## src/rtl/cpu_pkg.sv

```systemverilog
// ============================================================================
// Module      : cpu_pkg
// Description : Shared CPU definitions for the instruction-fetch stage:
//               fetch FSM state encoding, IF/ID update selector, NOP word and
//               default address/data widths.
// Revision    : 1.0 - initial release
// ============================================================================
`default_nettype none

package cpu_pkg;

    localparam int unsigned CPU_ADDR_W   = 32;
    localparam int unsigned CPU_DATA_W   = 32;
    localparam logic [31:0] CPU_NOP_INST = 32'h0000_0000;

    // Fetch controller states
    typedef enum logic [1:0] {
        IDLE    = 2'd0,   // no fetch in progress
        FETCH   = 2'd1,   // request outstanding for the current PC
        WAIT_ID = 2'd2,   // fetched word parked, ID stage stalled
        DRAIN   = 2'd3    // in-flight fetch will be discarded on ack
    } fetch_state_e;

    // What the IF/ID register does on the coming edge
    typedef enum logic [1:0] {
        IFID_BUBBLE   = 2'd0,
        IFID_HOLD     = 2'd1,
        IFID_LOAD_MEM = 2'd2,
        IFID_LOAD_BUF = 2'd3
    } ifid_op_e;

endpackage : cpu_pkg

`default_nettype wire

```

## src/rtl/if_inst_buf.sv

```systemverilog
// ============================================================================
// Module      : if_inst_buf
// Description : Single-entry {pc, inst} holding buffer. Parks a fetched word
//               while the ID stage is stalled. Load has priority over clear.
// Revision    : 1.0 - initial release
// ============================================================================
`default_nettype none

module if_inst_buf #(
    parameter int unsigned ADDR_W = 32,
    parameter int unsigned DATA_W = 32
) (
    input  logic              clk,
    input  logic              rst,
    input  logic              i_load,
    input  logic              i_clear,
    input  logic [ADDR_W-1:0] i_pc,
    input  logic [DATA_W-1:0] i_inst,
    output logic              o_valid,
    output logic [ADDR_W-1:0] o_pc,
    output logic [DATA_W-1:0] o_inst
);

    logic              r_valid;
    logic [ADDR_W-1:0] r_pc;
    logic [DATA_W-1:0] r_inst;

    // Capture a word on load; drop the valid flag on clear
    always_ff @(posedge clk or posedge rst) begin
        if (rst) begin
            r_valid <= 1'b0;
            r_pc    <= '0;
            r_inst  <= '0;
        end else if (i_load) begin
            r_valid <= 1'b1;
            r_pc    <= i_pc;
            r_inst  <= i_inst;
        end else if (i_clear) begin
            r_valid <= 1'b0;
        end
    end

    assign o_valid = r_valid;
    assign o_pc    = r_pc;
    assign o_inst  = r_inst;

endmodule : if_inst_buf

`default_nettype wire

```

## src/rtl/if_fetch_stage.sv

```systemverilog
// ============================================================================
// Module      : if_fetch_stage
// Description : Instruction-fetch stage. Runs the req/ack handshake to the
//               instruction memory for the current PC, writes the IF/ID
//               pipeline register and holds the PC until a fetch retires.
//               A fetch that is in flight when a branch flushes is drained
//               (address kept stable until ack) and its word discarded.
// Options     : `define IF_PERF_EN adds saturating perf counters
//               perf_fetch_o / perf_wait_o / perf_flush_o.
// Revision    : 1.0 - initial release
// ============================================================================
`default_nettype none

module if_fetch_stage
    import cpu_pkg::*;
#(
    parameter int unsigned        ADDR_W   = CPU_ADDR_W,
    parameter int unsigned        DATA_W   = CPU_DATA_W,
    parameter logic [DATA_W-1:0]  NOP_INST = DATA_W'(CPU_NOP_INST),
    parameter int unsigned        PERF_W   = 32
) (
    input  logic              clk_i,
    input  logic              rst_i,
    input  logic              start_i,
    input  logic [ADDR_W-1:0] pc_i,
    input  logic              stall_i,
    input  logic              flush_i,
    output logic              pc_hold_o,
    output logic              imem_req_o,
    output logic [ADDR_W-1:0] imem_addr_o,
    input  logic              imem_ack_i,
    input  logic [DATA_W-1:0] imem_data_i,
    output logic              ifid_valid_o,
    output logic [ADDR_W-1:0] ifid_pc_o,
    output logic [ADDR_W-1:0] ifid_pc4_o,
    output logic [DATA_W-1:0] ifid_inst_o
`ifdef IF_PERF_EN
    ,
    output logic [PERF_W-1:0] perf_fetch_o,
    output logic [PERF_W-1:0] perf_wait_o,
    output logic [PERF_W-1:0] perf_flush_o
`endif
);

    localparam logic [ADDR_W-1:0] c_PC_INC = ADDR_W'(4);

    fetch_state_e      r_state;
    fetch_state_e      w_state_nxt;
    ifid_op_e          w_ifid_op;
    logic              w_pc_hold;
    logic              w_buf_load;
    logic              w_buf_clear;
    logic              w_drain_load;
    logic [ADDR_W-1:0] r_drain_addr;

    logic              r_ifid_valid;
    logic [ADDR_W-1:0] r_ifid_pc;
    logic [ADDR_W-1:0] r_ifid_pc4;
    logic [DATA_W-1:0] r_ifid_inst;

    logic              w_buf_valid;
    logic [ADDR_W-1:0] w_buf_pc;
    logic [DATA_W-1:0] w_buf_inst;

    // Word parked while ID is stalled at the moment of ack
    if_inst_buf #(
        .ADDR_W (ADDR_W),
        .DATA_W (DATA_W)
    ) u_inst_buf (
        .clk     (clk_i),
        .rst     (rst_i),
        .i_load  (w_buf_load),
        .i_clear (w_buf_clear),
        .i_pc    (pc_i),
        .i_inst  (imem_data_i),
        .o_valid (w_buf_valid),
        .o_pc    (w_buf_pc),
        .o_inst  (w_buf_inst)
    );

    // Next state, PC hold and IF/ID update decision for this cycle
    always_comb begin
        w_state_nxt  = r_state;
        w_ifid_op    = IFID_BUBBLE;
        w_pc_hold    = 1'b1;
        w_buf_load   = 1'b0;
        w_buf_clear  = 1'b0;
        w_drain_load = 1'b0;
        case (r_state)
            IDLE: begin
                if (stall_i && !flush_i) w_ifid_op = IFID_HOLD;
                if (start_i)             w_state_nxt = FETCH;
            end
            FETCH: begin
                if (imem_ack_i) begin
                    if (flush_i) begin
                        // Word belongs to the wrong path; PC takes the target
                        w_pc_hold = 1'b0;
                    end else if (stall_i) begin
                        // ID cannot accept: park word, keep PC on it
                        w_ifid_op   = IFID_HOLD;
                        w_buf_load  = 1'b1;
                        w_state_nxt = WAIT_ID;
                    end else begin
                        w_ifid_op   = IFID_LOAD_MEM;
                        w_pc_hold   = 1'b0;
                        w_state_nxt = start_i ? FETCH : IDLE;
                    end
                end else begin
                    if (flush_i) begin
                        // Request must stay stable until ack, so drain it
                        w_drain_load = 1'b1;
                        w_pc_hold    = 1'b0;
                        w_state_nxt  = DRAIN;
                    end else begin
                        if (stall_i) w_ifid_op = IFID_HOLD;
                        if (!start_i) begin
                            w_drain_load = 1'b1;
                            w_state_nxt  = DRAIN;
                        end
                    end
                end
            end
            WAIT_ID: begin
                if (flush_i) begin
                    w_buf_clear = 1'b1;
                    w_pc_hold   = 1'b0;
                    w_state_nxt = FETCH;
                end else if (!stall_i) begin
                    w_ifid_op   = IFID_LOAD_BUF;
                    w_buf_clear = 1'b1;
                    w_pc_hold   = 1'b0;
                    w_state_nxt = FETCH;
                end else begin
                    w_ifid_op = IFID_HOLD;
                end
            end
            DRAIN: begin
                w_pc_hold = !flush_i;
                if (stall_i && !flush_i) w_ifid_op = IFID_HOLD;
                if (imem_ack_i)          w_state_nxt = start_i ? FETCH : IDLE;
            end
            default: begin
                w_state_nxt = IDLE;
            end
        endcase
    end

    // State, drain address and IF/ID pipeline register
    always_ff @(posedge clk_i or posedge rst_i) begin
        if (rst_i) begin
            r_state      <= IDLE;
            r_drain_addr <= '0;
            r_ifid_valid <= 1'b0;
            r_ifid_pc    <= '0;
            r_ifid_pc4   <= c_PC_INC;
            r_ifid_inst  <= NOP_INST;
        end else begin
            r_state <= w_state_nxt;
            if (w_drain_load) r_drain_addr <= pc_i;
            case (w_ifid_op)
                IFID_HOLD: begin
                end
                IFID_LOAD_MEM: begin
                    r_ifid_valid <= 1'b1;
                    r_ifid_pc    <= pc_i;
                    r_ifid_pc4   <= pc_i + c_PC_INC;
                    r_ifid_inst  <= imem_data_i;
                end
                IFID_LOAD_BUF: begin
                    r_ifid_valid <= w_buf_valid;
                    r_ifid_pc    <= w_buf_pc;
                    r_ifid_pc4   <= w_buf_pc + c_PC_INC;
                    r_ifid_inst  <= w_buf_inst;
                end
                default: begin
                    // Bubble: pc fields keep their previous value
                    r_ifid_valid <= 1'b0;
                    r_ifid_inst  <= NOP_INST;
                end
            endcase
        end
    end

`ifdef IF_PERF_EN
    logic [PERF_W-1:0] r_perf_fetch;
    logic [PERF_W-1:0] r_perf_wait;
    logic [PERF_W-1:0] r_perf_flush;
    logic              w_inc_fetch;
    logic              w_inc_wait;
    logic              w_inc_flush;

    assign w_inc_fetch = (w_ifid_op == IFID_LOAD_MEM) || (w_ifid_op == IFID_LOAD_BUF);
    assign w_inc_wait  = (r_state == FETCH) && !imem_ack_i;
    // A flush discards a word when it hits a live fetch or a parked word;
    // a flush during DRAIN hits a word that is already being discarded.
    assign w_inc_flush = flush_i && ((r_state == FETCH) || (r_state == WAIT_ID));

    // Saturating event counters
    always_ff @(posedge clk_i or posedge rst_i) begin
        if (rst_i) begin
            r_perf_fetch <= '0;
            r_perf_wait  <= '0;
            r_perf_flush <= '0;
        end else begin
            if (w_inc_fetch && (r_perf_fetch != '1)) r_perf_fetch <= r_perf_fetch + 1'b1;
            if (w_inc_wait  && (r_perf_wait  != '1)) r_perf_wait  <= r_perf_wait + 1'b1;
            if (w_inc_flush && (r_perf_flush != '1)) r_perf_flush <= r_perf_flush + 1'b1;
        end
    end

    assign perf_fetch_o = r_perf_fetch;
    assign perf_wait_o  = r_perf_wait;
    assign perf_flush_o = r_perf_flush;
`endif

    assign pc_hold_o    = w_pc_hold;
    assign imem_req_o   = (r_state == FETCH) || (r_state == DRAIN);
    assign imem_addr_o  = (r_state == DRAIN) ? r_drain_addr : pc_i;
    assign ifid_valid_o = r_ifid_valid;
    assign ifid_pc_o    = r_ifid_pc;
    assign ifid_pc4_o   = r_ifid_pc4;
    assign ifid_inst_o  = r_ifid_inst;

endmodule : if_fetch_stage

`default_nettype wire

```

## config.mk

```make
export PLATFORM = sky130hd
export DESIGN_NAME = if_fetch_stage
export DESIGN_NICKNAME = d
export VERILOG_FILES = /design/src/rtl/cpu_pkg.sv /design/src/rtl/if_inst_buf.sv /design/src/rtl/if_fetch_stage.sv
export SDC_FILE = /design/constraint.sdc
export NUM_CORES = 1
export LEC_CHECK = 0
export CORE_ASPECT_RATIO = 1.25
export CORE_MARGIN = 8
export CORE_UTILIZATION = 50
export CTS_BUF_LIST = sky130_fd_sc_hd__clkbuf_4
export DETAILED_ROUTE_END_ITERATION = 16
export DONT_BUFFER_PORTS = 1
export PLACE_DENSITY = 0.66
export SLEW_MARGIN = 15
export SYNTH_ARGS = -nofsm -noshare
export SYNTH_HDL_FRONTEND = slang
export SYNTH_SLANG_ARGS = --single-unit
```

## constraint.sdc

```tcl
create_clock -name clk_i -period 10.6 [get_ports clk_i]
set_input_delay 1.06 -clock clk_i [delete_from_list [all_inputs] [get_ports clk_i]]
set_output_delay 1.06 -clock clk_i [all_outputs]
set_load 0.1 [all_outputs]
```

==> summary.txt <==
Synth
  • Synthesized instance count: 831
  • Share of async-settable or async-resettable flops after synthesis: 1.00
  • #FFs+latches synth: 194
  • Synth Net Count: 907
  • Post-synthesis average cell area: 11.4 um^2
  • Primary FF master, synth: sky130_fd_sc_hd__dfrtp_1
  • Count of flip-flops with a built-in enable after synthesis: 0
  • Synth unique cells: 62
  • Cell types with the largest area share after synthesis: sky130_fd_sc_hd__dfrtp_1 (51%), sky130_fd_sc_hd__mux2_2 (15%), sky130_fd_sc_hd__mux2i_1 (5.9%)
  • Number of warning messages in the yosys log: 0
  • Top cell type's share of synthesized area: 0.510
  • Sequential element share of the synthesized area: 0.513
  • Cell area after synthesis: 9470 um^2
  • Library cell occupying the most area in the post-synthesis netlist: sky130_fd_sc_hd__dfrtp_1

Timing
  • Final max-slew violation count: 0
  • Normalized max-slew margin: 0.254
  • Final-report setup violation count: 0
  • Setup TNS: 0 ns
  • RSZ-0062 raised after global routing: no
  • Actual slew at the worst max-slew pin: 1.12 ns
  • Maximum achievable frequency: 0.243 GHz
  • Minimum clock period: 4.11 ns
  • Largest clock skew in the final design: 0.0182 ns
  • Number of hold violations in the final report: 0
  • Crit share post-route: 0.388

Global routing
  • Tot GR Track Use: 0.207
  • Global-route wire length before repair: 38700 um
  • Overall overflow remaining after global route: 0
  • Maximum number of pins on one net before global-route repair: 125
  • Antenna violations before repair: 1
  • Vias in the first global route: 6849

Detailed routing
  • Post-detailed-route wirelength per cell: 23.1 um
  • Detail-routed via count per cell: 6.29
  • Final WL: 24200 um
  • Detailed router's first-iteration violation count: 419
  • Count of unresolved DRC violations after routing: 0
  • Initial DRT Pass Iterations: 5
  • DRT antenna net count: 0
  • Total number of vias: 6593

Clock tree
  • Clock-pin slew reported for the worst setup and hold paths after clock tree synthesis: 0.16 ns
  • Clock H-tree levels: 4
  • CTS tree: built
  • Number of clock sinks: 194
  • Postcts setup bufs: 0
  • Number of buffers added by the clock tree synthesis step: 17
  • Number of buffers inserted by hold repair at cts: 0
  • Clk buf depth: 2
  • Resized cells post-CTS: 0
  • Clock latency on the worst-skew pair: 0.59 ns
  • Root Driver: sky130_fd_sc_hd__clkbuf_4

Finish
  • Area delta synth->final: 5.67%
  • Fraction of final layout cells sized beyond drive strength 1: 0.231
  • Final layout net count: 877
  • Leading cell type in the layout, fill and taps excluded: sky130_fd_sc_hd__dfrtp_1
  • Commonest cells after routing, fill and taps aside: sky130_fd_sc_hd__dfrtp_1 (191), sky130_fd_sc_hd__mux2_2 (127), sky130_fd_sc_hd__nand2_1 (90)

Floorplan
  • Number of placement rows: 56
  • Core box area: 18600 um^2
  • Chip Height: 170 um
  • Initial core utilization: 0.508
  • Area enclosed by the die boundary: 23600 um^2
  • I/O pin count: 201
  • Chip width: 139 um

Worst setup path
  • Crit Path Max Fanout: 10
  • Critical path capture point type: output pin
  • Kind of start point of the critical path: register
  • Category of the critical setup timing path: register to output pin
  • Data required time of the worst path: 9.54 ns
  • Endpoint arrival time on the critical path: 3.05 ns

Min path
  • Type of the tightest min-delay check: primary input to asynchronous set/reset pin

Outcome
  • Run status: finished clean

Place
  • Post-detailed-placement half-perimeter wirelength: 16900 um
  • Quantity of I/O buffers inserted on ports: 0
  • Final GP Congestion: 0.870

Flow run
  • Max_cap viols: 0
[state kept, by name, indices dropped and copies added, names as in the netlist]
signal,count
ifid_inst_o,32
ifid_pc4_o,30
ifid_pc_o,32
ifid_valid_o,1
r_drain_addr,32
r_state,2
u_inst_buf.o_inst,32
u_inst_buf.o_pc,32
u_inst_buf.o_valid,1
[path summary, 6_finish.rpt]
kind / from / endpoint / cells after the start / slack [ns]
max in group asynchronous: rst_i / ifid_pc_o[1] / 2 / 8.62
setup reg to reg: r_state[1] / ifid_pc4_o[20] / 12 / 6.72
min in group clk_i: r_drain_addr[13] / r_drain_addr[13] / 2 / 0.50
hold / removal: rst_i / r_drain_addr[25] / 1 / 0.47
setup / recovery: r_state[1] / pc_hold_o / 7 / 6.49
hold reg to reg: r_drain_addr[13] / r_drain_addr[13] / 2 / 0.50
[area by class of cell]
type / count / area, um^2
flip-flops and latches: 194 / 4860
clock inverters: 15 / 198
clock buffers: 17 / 128
repair buffers: 9 / 72.6
well taps: 232 / 290
fillers: 1634 / 8630
diodes: 2 / 5.00
multi-input cells: 568 / 4400
inverters: 11 / 48.8
[worst max-delay path, stage by stage, from the launching register on]
cell and delay [ns]:
sky130_fd_sc_hd__dfrtp_1 0.44, sky130_fd_sc_hd__inv_1 0.12, sky130_fd_sc_hd__ha_1 0.38, sky130_fd_sc_hd__nor2b_1 0.32
sky130_fd_sc_hd__nor2_1 0.08, sky130_fd_sc_hd__a21oi_1 0.15, sky130_fd_sc_hd__nor2_1 0.08, sky130_fd_sc_hd__o21bai_2 0.91
[metal layers]
metal | GRT usage | routed length (um)
met1 | 0.236 | 9430
met2 | 0.343 | 11900
met3 | 0.0793 | 2230
met4 | 0.0875 | 690
met5 | 0 | 0
[synthesized netlist by cell type (2+ instances only)]
cell                        instances
sky130_fd_sc_hd__dfrtp_1          193
sky130_fd_sc_hd__mux2_2           127
sky130_fd_sc_hd__nand2_1           90
sky130_fd_sc_hd__mux2i_1           56
sky130_fd_sc_hd__o21ai_0           42
sky130_fd_sc_hd__o2bb2ai_1         33
sky130_fd_sc_hd__clkbuf_1          32
sky130_fd_sc_hd__nor2_1            27
sky130_fd_sc_hd__nand3_1           26
sky130_fd_sc_hd__a21oi_1           14
sky130_fd_sc_hd__buf_1             14
sky130_fd_sc_hd__a21o_1            11
sky130_fd_sc_hd__inv_1             11
sky130_fd_sc_hd__nand4_1           11
sky130_fd_sc_hd__xnor2_1            9
sky130_fd_sc_hd__and3_1             8
sky130_fd_sc_hd__buf_2              8
sky130_fd_sc_hd__nor3_1             8
sky130_fd_sc_hd__and2_1             7
sky130_fd_sc_hd__nor4_1             7
sky130_fd_sc_hd__a221o_1            6
sky130_fd_sc_hd__a31oi_1            6
sky130_fd_sc_hd__and4_1             6
sky130_fd_sc_hd__ha_1               6
sky130_fd_sc_hd__o31ai_1            6
sky130_fd_sc_hd__xor2_1             6
sky130_fd_sc_hd__nor4b_1            5
sky130_fd_sc_hd__a21boi_0           4
sky130_fd_sc_hd__o211ai_1           4
sky130_fd_sc_hd__or3_1              4
sky130_fd_sc_hd__o21a_1             3
sky130_fd_sc_hd__or4_1              3
sky130_fd_sc_hd__a32oi_1            2
sky130_fd_sc_hd__a41oi_1            2
sky130_fd_sc_hd__buf_4              2
sky130_fd_sc_hd__nand2b_1           2
sky130_fd_sc_hd__nor2b_1            2
sky130_fd_sc_hd__o22a_1             2
sky130_fd_sc_hd__o311ai_0           2
sky130_fd_sc_hd__o41ai_1            2
[cell families after synthesis]
| kind of cell | Yosys count | synth area share |
|---|---|---|
| compound gates | 153 | 0.115 |
| xor+xnor | 15 | 0.0139 |
| fa+ha+maj | 6 | 0.00793 |
| buf+inv | 69 | 0.0301 |
| flops | 194 | 0.513 |
| mux | 183 | 0.210 |
| simple gates | 211 | 0.110 |
[stage by stage]
step / util / hold slack, ns / area [um^2] / setup WS, ns / instances
finish: 0.537 / 0.475 / 10000 / 6.49 / 1048
global route: 0.537 / 0.523 / 10000 / 6.34 / 1048
CTS: 0.535 / 0.472 / 9980 / 6.43 / 1044
detailed placement: 0.518 / 0.473 / 9650 / 6.27 / 1012
global placement: 0.518 / 0.464 / 9650 / 6.41 / 1012
floorplan: - / 0.450 / 9470 / 4.26 / 831
Power is left out: the tool's default activity adds up to more than one toggle a clock period on the data nets, which glitch-free logic cannot reach.
